**src/rtl/hazard_ctrl.sv**
```systemverilog
// Hazard controller for the 5-stage RV32I pipeline: forwarding, load-use stalls, branch flushes, data-memory wait sequencing.
// Optional performance counters are compiled in with `define HAZARD_PERF_EN.
module hazard_ctrl #(
  parameter int MEM_TIMEOUT = 15,
  parameter int CNT_W       = 32
) (
  input  logic             clk,
  input  logic             rst_n,
  input  logic [4:0]       Rs1D,
  input  logic [4:0]       Rs2D,
  input  logic [4:0]       Rs1E,
  input  logic [4:0]       Rs2E,
  input  logic [4:0]       RdE,
  input  logic [4:0]       RdM,
  input  logic [4:0]       RdW,
  input  logic             RegWriteM,
  input  logic             RegWriteW,
  input  logic             ResultSrcE,
  input  logic             PCsrcE,
  input  logic             MemReqM,
  input  logic             MemAckM,
  output logic [1:0]       ForwardAE,
  output logic [1:0]       ForwardBE,
  output logic             StallF,
  output logic             StallD,
  output logic             StallE,
  output logic             StallM,
  output logic             FlushD,
  output logic             FlushE,
  output logic             FlushW,
  output logic             Error,
  output logic [CNT_W-1:0] StallCnt,
  output logic [CNT_W-1:0] FlushCnt
);

  typedef enum logic [1:0] {
    INIT     = 2'd0,
    RUN      = 2'd1,
    MEM_WAIT = 2'd2,
    ERROR    = 2'd3
  } state_t;

  localparam logic [7:0] TIMEOUT_C = MEM_TIMEOUT[7:0];

  state_t     state;
  logic [7:0] wait_cnt;
  logic       lw_stall;
  logic       mem_stall;

  // M-stage results are newer than W-stage results, so they win
  always_comb begin
    ForwardAE = 2'b00;
    if (RegWriteM && (RdM != 5'd0) && (RdM == Rs1E))
      ForwardAE = 2'b10;
    else if (RegWriteW && (RdW != 5'd0) && (RdW == Rs1E))
      ForwardAE = 2'b01;
  end

  always_comb begin
    ForwardBE = 2'b00;
    if (RegWriteM && (RdM != 5'd0) && (RdM == Rs2E))
      ForwardBE = 2'b10;
    else if (RegWriteW && (RdW != 5'd0) && (RdW == Rs2E))
      ForwardBE = 2'b01;
  end

  assign lw_stall  = ResultSrcE && (RdE != 5'd0) && ((RdE == Rs1D) || (RdE == Rs2D));
  assign mem_stall = MemReqM && !MemAckM;

  // A pending memory access freezes everything up to M; a branch held in E is replayed later
  always_comb begin
    StallF = 1'b0;
    StallD = 1'b0;
    StallE = 1'b0;
    StallM = 1'b0;
    FlushD = 1'b0;
    FlushE = 1'b0;
    FlushW = 1'b0;
    case (state)
      INIT: begin
        StallF = 1'b1;
        FlushD = 1'b1;
        FlushE = 1'b1;
      end
      RUN, MEM_WAIT: begin
        if ((state == RUN) ? mem_stall : !MemAckM) begin
          StallF = 1'b1;
          StallD = 1'b1;
          StallE = 1'b1;
          StallM = 1'b1;
          FlushW = 1'b1;
        end else if (PCsrcE) begin
          FlushD = 1'b1;
          FlushE = 1'b1;
        end else if (lw_stall) begin
          StallF = 1'b1;
          StallD = 1'b1;
          FlushE = 1'b1;
        end
      end
      default: begin
        StallF = 1'b1;
        StallD = 1'b1;
        StallE = 1'b1;
        StallM = 1'b1;
        FlushW = 1'b1;
      end
    endcase
  end

  assign Error = (state == ERROR);

  always_ff @(posedge clk or negedge rst_n) begin
    if (!rst_n) begin
      state    <= INIT;
      wait_cnt <= 8'd0;
    end else begin
      case (state)
        INIT: begin
          state    <= RUN;
          wait_cnt <= 8'd0;
        end
        RUN: begin
          if (mem_stall) begin
            state    <= MEM_WAIT;
            wait_cnt <= 8'd1;
          end
        end
        MEM_WAIT: begin
          if (MemAckM) begin
            state    <= RUN;
            wait_cnt <= 8'd0;
          end else if (wait_cnt == TIMEOUT_C) begin
            state    <= ERROR;
            wait_cnt <= 8'd0;
          end else begin
            wait_cnt <= wait_cnt + 8'd1;
          end
        end
        default: begin
          state    <= ERROR;
          wait_cnt <= 8'd0;
        end
      endcase
    end
  end

`ifdef HAZARD_PERF_EN
  logic [CNT_W-1:0] stall_cnt;
  logic [CNT_W-1:0] flush_cnt;
  logic             count_en;

  assign count_en = (state == RUN) || (state == MEM_WAIT);

  // Saturating counters so a long run never wraps back to a misleading small value
  always_ff @(posedge clk or negedge rst_n) begin
    if (!rst_n) begin
      stall_cnt <= '0;
      flush_cnt <= '0;
    end else begin
      if (count_en && StallF && (stall_cnt != '1))
        stall_cnt <= stall_cnt + 1'b1;
      if (count_en && FlushE && (flush_cnt != '1))
        flush_cnt <= flush_cnt + 1'b1;
    end
  end

  assign StallCnt = stall_cnt;
  assign FlushCnt = flush_cnt;
`else
  assign StallCnt = '0;
  assign FlushCnt = '0;
`endif

endmodule
```
**config.mk**
```make
export PLATFORM = sky130hd
export DESIGN_NAME = hazard_ctrl
export DESIGN_NICKNAME = d
export VERILOG_FILES = /design/src/rtl/hazard_ctrl.sv
export SDC_FILE = /design/constraint.sdc
export NUM_CORES = 1
export LEC_CHECK = 0
export CAP_MARGIN = 20
export CORE_MARGIN = 3
export CORE_UTILIZATION = 37
export DETAILED_ROUTE_END_ITERATION = 8
export PLACE_DENSITY = 0.87
export SYNTH_ARGS = -nofsm -noshare
export SYNTH_HDL_FRONTEND = slang
export SYNTH_SLANG_ARGS = --single-unit
```
**constraint.sdc**
```tcl
create_clock -name clk -period 6.05 [get_ports clk]
set_input_delay 1.5125 -clock clk [delete_from_list [all_inputs] [get_ports clk]]
set_output_delay 1.5125 -clock clk [all_outputs]
set_load 0.1 [all_outputs]
```
==> flow_summary.json, run 1 <==
{
  "run_status": "complete, no violations",
  "grt_max_degree": 12,
  "fp-row-count": 22,
  "period_needed_ns": 4.99,
  "clk_path_buf_depth": 2,
  "met3_usage": 0.0213,
  "flow.area_growth_from_synthesis_pct": 23.5,
  "detailroute.via_count": 1273,
  "synthArstFlopShare": 1.00,
  "ios": 119,
  "floorplan.die.width_um": 70.8,
  "cts_hold_buffers": 0,
  "cell_area_after_placement_mm2": 0.00187,
  "min_delay_path_depth": 2,
  "placed_cells_incl_taps": 287,
  "cap_violations": 0,
  "synth_cell_types": 35,
  "grt-ovfl-total": 0,
  "r2r_slack_ns": 4.47,
  "utilization": 0.498,
  "synth_sequential_area_ratio": 0.161,
  "timing.critical_path.required_ns": 4.54,
  "crit_path_slowest_cell": "or4_4",
  "net_switching_share_of_the_total_power": 0.694,
  "critical_path.max_fanout": 3,
  "drc": 0,
  "worstHoldStart": "wait_cnt[7]",
  "leakagePower_nw": 0.870,
  "die_height_um": 70.8,
  "slew_headroom": 0.342,
  "rr_worst_depth": 5,
  "post_synth_instance_area_mm2": 0.00156,
  "routabilityCongestion": 0.903,
  "finalInstanceArea_mm2": 0.00192,
  "p_seq_frac": 0.101,
  "rsz0062_at_grt": "false",
  "synthTopCellsByArea": "buf_4 (32%), dfrtp_1 (16%), xor2_1 (14%)",
  "timing.final.setup_violations": 0,
  "globalRoute.busiestLayer": "met2",
  "synthDominantAreaCellType": "buf_4",
  "worstReg2RegStart": "state[0]",
  "power.clock.fraction": 0.094,
  "cts.reportedPaths.clkPinSlew_ns": 0.05,
  "dominantRegCellSynth": "dfrtp_1",
  "irDropWorstVdd_v": 0.000207,
  "synth_top_cell_area_share": 0.319,
  "clock_sink_count": 10,
  "multiInputGateArea_mm2": 0.00103,
  "synth_enable_flop_cells": 0,
  "route.final.wire_length_mm": 3.53,
  "worstSetupStartpointType": "primary input",
  "worst_skew_pair_latency_ns": 0.24,
  "final_max_slew_viol_count": 0,
  "antenna_cells": 0,
  "vias_in_the_first_global_route": 1194,
  "hold_violations": 0,
  "timing.critical_path.slowest_cell_delay_ns": 0.56,
  "cts_max_level": 1,
  "effective_utilization_at_floorplan": 0.404,
  "share_comb_of_total_power": 0.805,
  "clock-root-buffer": "clkbuf_8",
  "worstSetupEndpointType": "primary output",
  "final_nets": 292,
  "fmax_mhz": 200,
  "met1_usage": 0.134,
  "cp_cell_sequence": "clkdlybuf4s50_1 -> or4_4 -> o21ai_2 -> nor4_1 -> nor4_2 -> buf_4",
  "vias_per_cell": 4.37,
  "fin_crit_sh": 0.825,
  "drive_above_1_share": 0.0864,
  "holdPathEnd": "wait_cnt[7]",
  "gr-usage-met2": 0.258,
  "timing.hold.worst.class": "reg -> reg",
  "antenna_left": 0,
  "netlist_instances": 189,
  "post_drt_wl_per_cell_um": 12.1,
  "yosys-top-cells-count": "buf_4 (66), xor2_1 (24), nor2_1 (13)",
  "hpwl_mm": 3.11,
  "cp-startpoint": "RdM[1]",
  "internal_mw": 0.272,
  "fp.dieArea_mm2": 0.00502,
  "ys_ff_latch": 10,
  "synth_most_common_cell": "buf_4",
  "cts_post_setup_buffers_inserted": 0,
  "layoutNonFillerInstCount": 291,
  "netSwitchingPower_mw": 0.616,
  "worst_slew_pin_slew_ns": 0.984,
  "cts_made_buffers": 3,
  "grt_antenna_before_repair": 0,
  "area_of_the_core_region_mm2": 0.00385,
  "drtPass1Iterations": 4,
  "criticalPathCategory": "in -> out",
  "dr.first_iter.drc_count": 37,
  "grtUsageTotal": 0.130,
  "post_cts.resized_instances": 0,
  "warning_count_from_the_yosys_run": 0,
  "r2r_end": "wait_cnt[6]",
  "finalClockSkew_ns": 0.00645,
  "number_of_filler_instances_in_the_final_layout": 377,
  "power_per_cell_area_mw_per_mm2": 462,
  "sequential_cell_area_um2": 250,
  "tritoncts": "yes",
  "port_buffers": 54,
  "grt_first_pass_wirelength_mm": 5.40,
  "avgSynthCellArea_um2": 8.23,
  "cp.arrival_ns": 3.48
}
layer usage:
metal  routed length [um]  vias up
li1                     -      618
met1                 1230      571
met2                 1880       75
met3                  340        9
met4                   81        0
met5                    0        -
critical path, delay by kind of cell:
family          cells  cell delay (ns)
compound gates      1             0.15
buf+inv             2             0.83
simple gates        3             0.98
registers in the layout, indices dropped and copies added, names as in the netlist:
signal,count
wait_cnt,8
state,2
cell families (layout without fill, tap and decap cells):
logic type,count (synthesis),count (layout),synth area share
AO/OA/AOI/OAI,25,25,0.111
adder cells (fa/ha/maj),5,5,0.0402
other,1,64,0.00241
buffers and inverters,70,61,0.328
XOR/XNOR,34,34,0.191
AND/OR/NAND/NOR,44,44,0.166
flip-flops,10,10,0.161
layout by cell type, fill, tap and decap left out, drive strengths merged:
cell type / count
a211oi: 2
nand2: 3
or3: 1
clkbuf: 4
o21a: 3
xor2: 24
buf: 11
nor3: 2
o21ai: 5
nand2b: 2
a21oi: 6
conb: 64
nand3b: 1
nor4: 4
and2: 1
or3b: 1
ha: 5
nor2: 13
xnor2: 10
nor2b: 4
a22o: 2
dfrtp: 10
nor3b: 2
o32a: 1
clkdlybuf4s50: 43
inv: 3
o22ai: 3
or4: 6
a22oi: 1
nand3: 4
a2111oi: 1
o31ai: 1
final cells by class:
type                       count  area share
multi-input combinational    172       0.537
tap                           48      0.0313
timing repair buffer          54       0.267
inverter                       3     0.00586
sequential                    10       0.130
clock buffer                   4      0.0287
power groups by stage:
stage	Combinational [mW]	Clock, mW	Sequential, mW
finish	0.714	0.0835	0.0897
global route	0.742	0.0904	0.0917
CTS	0.716	0.0857	0.0894
detailed placement	0.714	0	0.0901
global placement	0.706	0	0.0884
floorplan	0.639	0	0.0869
through the flow:
stage          worst slack, ns  TNS [ns]  total power, mW  hold slack (ns)
2_1_floorplan            -1.41     -3.27            0.726            0.501
3_3_place_gp              1.21         0            0.795            0.521
3_5_place_dp              1.05         0            0.804            0.530
4_1_cts                   1.05         0            0.891            0.545
5_1_grt                  0.900         0            0.924            0.579
6_report                  1.06         0            0.887            0.540
worst max path at each step:
| stage | end | cells after the start |
|---|---|---|
| floorplan | ForwardAE[0] | 4 |
| CTS | ForwardAE[0] | 6 |
| finish | ForwardAE[0] | 6 |
| global route | ForwardAE[0] | 6 |
| detailed placement | ForwardAE[0] | 6 |
| global placement | ForwardBE[0] | 6 |
Note: power is estimated with default switching activity, not from simulation.
==> run 2, diff against run 1 <==
- CORE_UTILIZATION: 37 -> 31
- PLACE_DENSITY: 0.87 -> 0.78
- clock period: 6.05 -> 4.4 ns (I/O delays scaled with it)
==> run 2 against run 1 <==
Worst hold slack better by 0.00089 ns. Via count down 0.47%. Register-to-register slack got worse by 1.6 ns. Die area increased by 18%. Core utilization is 5.2 points lower. Critical path type unchanged. Sequential cell count unchanged. Worst setup slack got worse by 0.79 ns.
==> flow_summary.json, run 2 (synthesized netlist as in run 1, its figures left out) <==
{
  "run_status": "complete, no violations",
  "share_comb_of_total_power": 0.829,
  "crit_top_cell": "nor4_4",
  "min_delay_path_depth": 2,
  "grt_antenna_before_repair": 0,
  "fmax_mhz": 242,
  "port_buffers": 54,
  "top_metal_used": "met4",
  "area_of_the_core_region_mm2": 0.00479,
  "cp_cell_sequence": "clkdlybuf4s50_1 -> or4_4 -> o21ai_2 -> nor4_4 -> nor4_4 -> buf_12",
  "routed-wl-met2_mm": 1.85,
  "leakagePower_nw": 0.920,
  "grt-ovfl-total": 0,
  "hold_violations": 0,
  "cts_max_level": 1,
  "post_cts.resized_instances": 0,
  "dr.first_iter.drc_count": 32,
  "slew_headroom": 0.350,
  "irDropWorstVdd_v": 0.000504,
  "reg_top3": "wait_cnt (8), state (2)",
  "period_needed_ns": 4.13,
  "effective_utilization_at_floorplan": 0.325,
  "antenna_cells": 0,
  "clock-root-buffer": "clkbuf_8",
  "detailroute.via_count": 1267,
  "timing.critical_path.required_ns": 3.30,
  "largest_register_ffs": 8,
  "critical_path.max_fanout": 3,
  "r2r_slack_ns": 2.83,
  "crit_path_slowest_cell": "or4_4",
  "cap_violations": 0,
  "timing.final.setup_violations": 0,
  "net_switching_share_of_the_total_power": 0.640,
  "route.final.wire_length_mm": 3.59,
  "power_per_cell_area_mw_per_mm2": 648,
  "fp-row-count": 25,
  "grt_first_pass_wirelength_mm": 5.68,
  "rsz0062_at_grt": "false",
  "drive_above_1_share": 0.0988,
  "internal_mw": 0.497,
  "rr_worst_depth": 5,
  "cp.arrival_ns": 3.03,
  "timing.hold.worst.class": "reg -> reg",
  "r2r_end": "wait_cnt[6]",
  "timing.hold.ws_ns": 0.541,
  "routabilityCongestion": 0.805,
  "fin_crit_sh": 0.939,
  "worstReg2RegStart": "state[1]",
  "vias_in_the_first_global_route": 1231,
  "wl_met1_mm": 1.41,
  "finalInstanceArea_mm2": 0.00213,
  "grtUsageTotal": 0.114,
  "vias_per_cell": 4.09,
  "clk_path_buf_depth": 2,
  "final_max_slew_viol_count": 0,
  "cts_made_buffers": 3,
  "tritoncts": "yes",
  "worst_skew_pair_latency_ns": 0.23,
  "clock_sink_count": 10,
  "grt_max_degree": 12,
  "netSwitchingPower_mw": 0.885,
  "worstHoldStart": "wait_cnt[7]",
  "worstSetupStartpointType": "primary input",
  "flow.area_growth_from_synthesis_pct": 37.2,
  "p_seq_frac": 0.088,
  "power.total_mw": 1.38,
  "floorplan.die.width_um": 76.8,
  "cts.reportedPaths.clkPinSlew_ns": 0.05,
  "post_drt_wl_per_cell_um": 11.6,
  "final_cell_mix": "conb_1 (64), clkdlybuf4s50_1 (43), xor2_1 (24)",
  "die_height_um": 76.8,
  "drc": 0,
  "antenna_left": 0,
  "final_nets": 292,
  "layout.cells.most_common": "conb_1",
  "worst_slew_pin_slew_ns": 0.973,
  "ios": 119,
  "worstSetupEndpointType": "primary output",
  "hpwl_mm": 3.15,
  "criticalPathCategory": "in -> out",
  "cts_hold_buffers": 0,
  "power.clock.fraction": 0.083,
  "finalClockSkew_ns": 0.00142,
  "fp.dieArea_mm2": 0.00590,
  "cts_post_setup_buffers_inserted": 0,
  "cell_area_after_placement_mm2": 0.00208,
  "route.met3.wl_um": 321,
  "drtPass1Iterations": 4,
  "largest-register": "wait_cnt",
  "holdPathEnd": "wait_cnt[7]",
  "timing.critical_path.slowest_cell_delay_ns": 0.55
}
-- run 2: cell counts in the layout (fill, tap and decap cells not counted) --
No cell type changed its count.
-- run 2: critical path: cells and delay by family --
kind,cells,cell delay [ns]
simple gates,3,1.00
buf+inv,2,0.68
compound gates,1,0.24
-- run 2: layout make-up --
| class | instances | area (um2) |
|---|---|---|
| clock buffer | 4 | 55.1 |
| fill | 479 | 2650 |
| inverter | 3 | 11.3 |
| multi-input combinational | 172 | 1080 |
| sequential | 10 | 250 |
| tap | 67 | 83.8 |
| timing repair buffer | 54 | 651 |
-- run 2: worst max path at each step --
stage	end	slack (ns)	from	cells past startpoint
floorplan	FlushE	-0.004	MemReqM	4
detailed placement	ForwardBE[0]	0.27	RdM[1]	6
global placement	ForwardAE[0]	0.29	RdM[1]	6
global route	ForwardAE[0]	0.22	RdM[2]	6
CTS	ForwardBE[0]	0.27	RdM[1]	6
finish	ForwardBE[0]	0.27	RdM[1]	6
-- run 2: per-stage QoR --
stage,util,instances,TNS (ns),setup WS (ns)
finish,0.446,310,0,0.269
detailed placement,0.435,306,0,0.269
global route,0.446,310,0,0.216
floorplan,-,252,-0.00355,-0.00355
CTS,0.446,310,0,0.269
global placement,0.435,306,0,0.293
-- run 2: power by group through the flow --
stage               registers [mW]  clock network, mW  logic (mW)
finish                       0.122              0.114        1.15
global route                 0.124              0.121        1.19
CTS                          0.121              0.117        1.15
detailed placement           0.123                  0        1.15
global placement             0.122                  0        1.14
floorplan                    0.119                  0       0.888
-- run 2: per-layer routing --
layer | up-vias | global-route usage
li1 | 618 | -
met1 | 576 | 0.136
met2 | 71 | 0.211
met3 | 2 | 0.0270
met4 | 0 | 0.0163
met5 | - | 0
==> run 3, diff against run 2 <==
- CAP_MARGIN: 20 -> 10
- SKIP_CTS_REPAIR_TIMING: unset -> 1
==> results of run 3 <==
Final layout, timing and power as in run 2 (identical DEF).
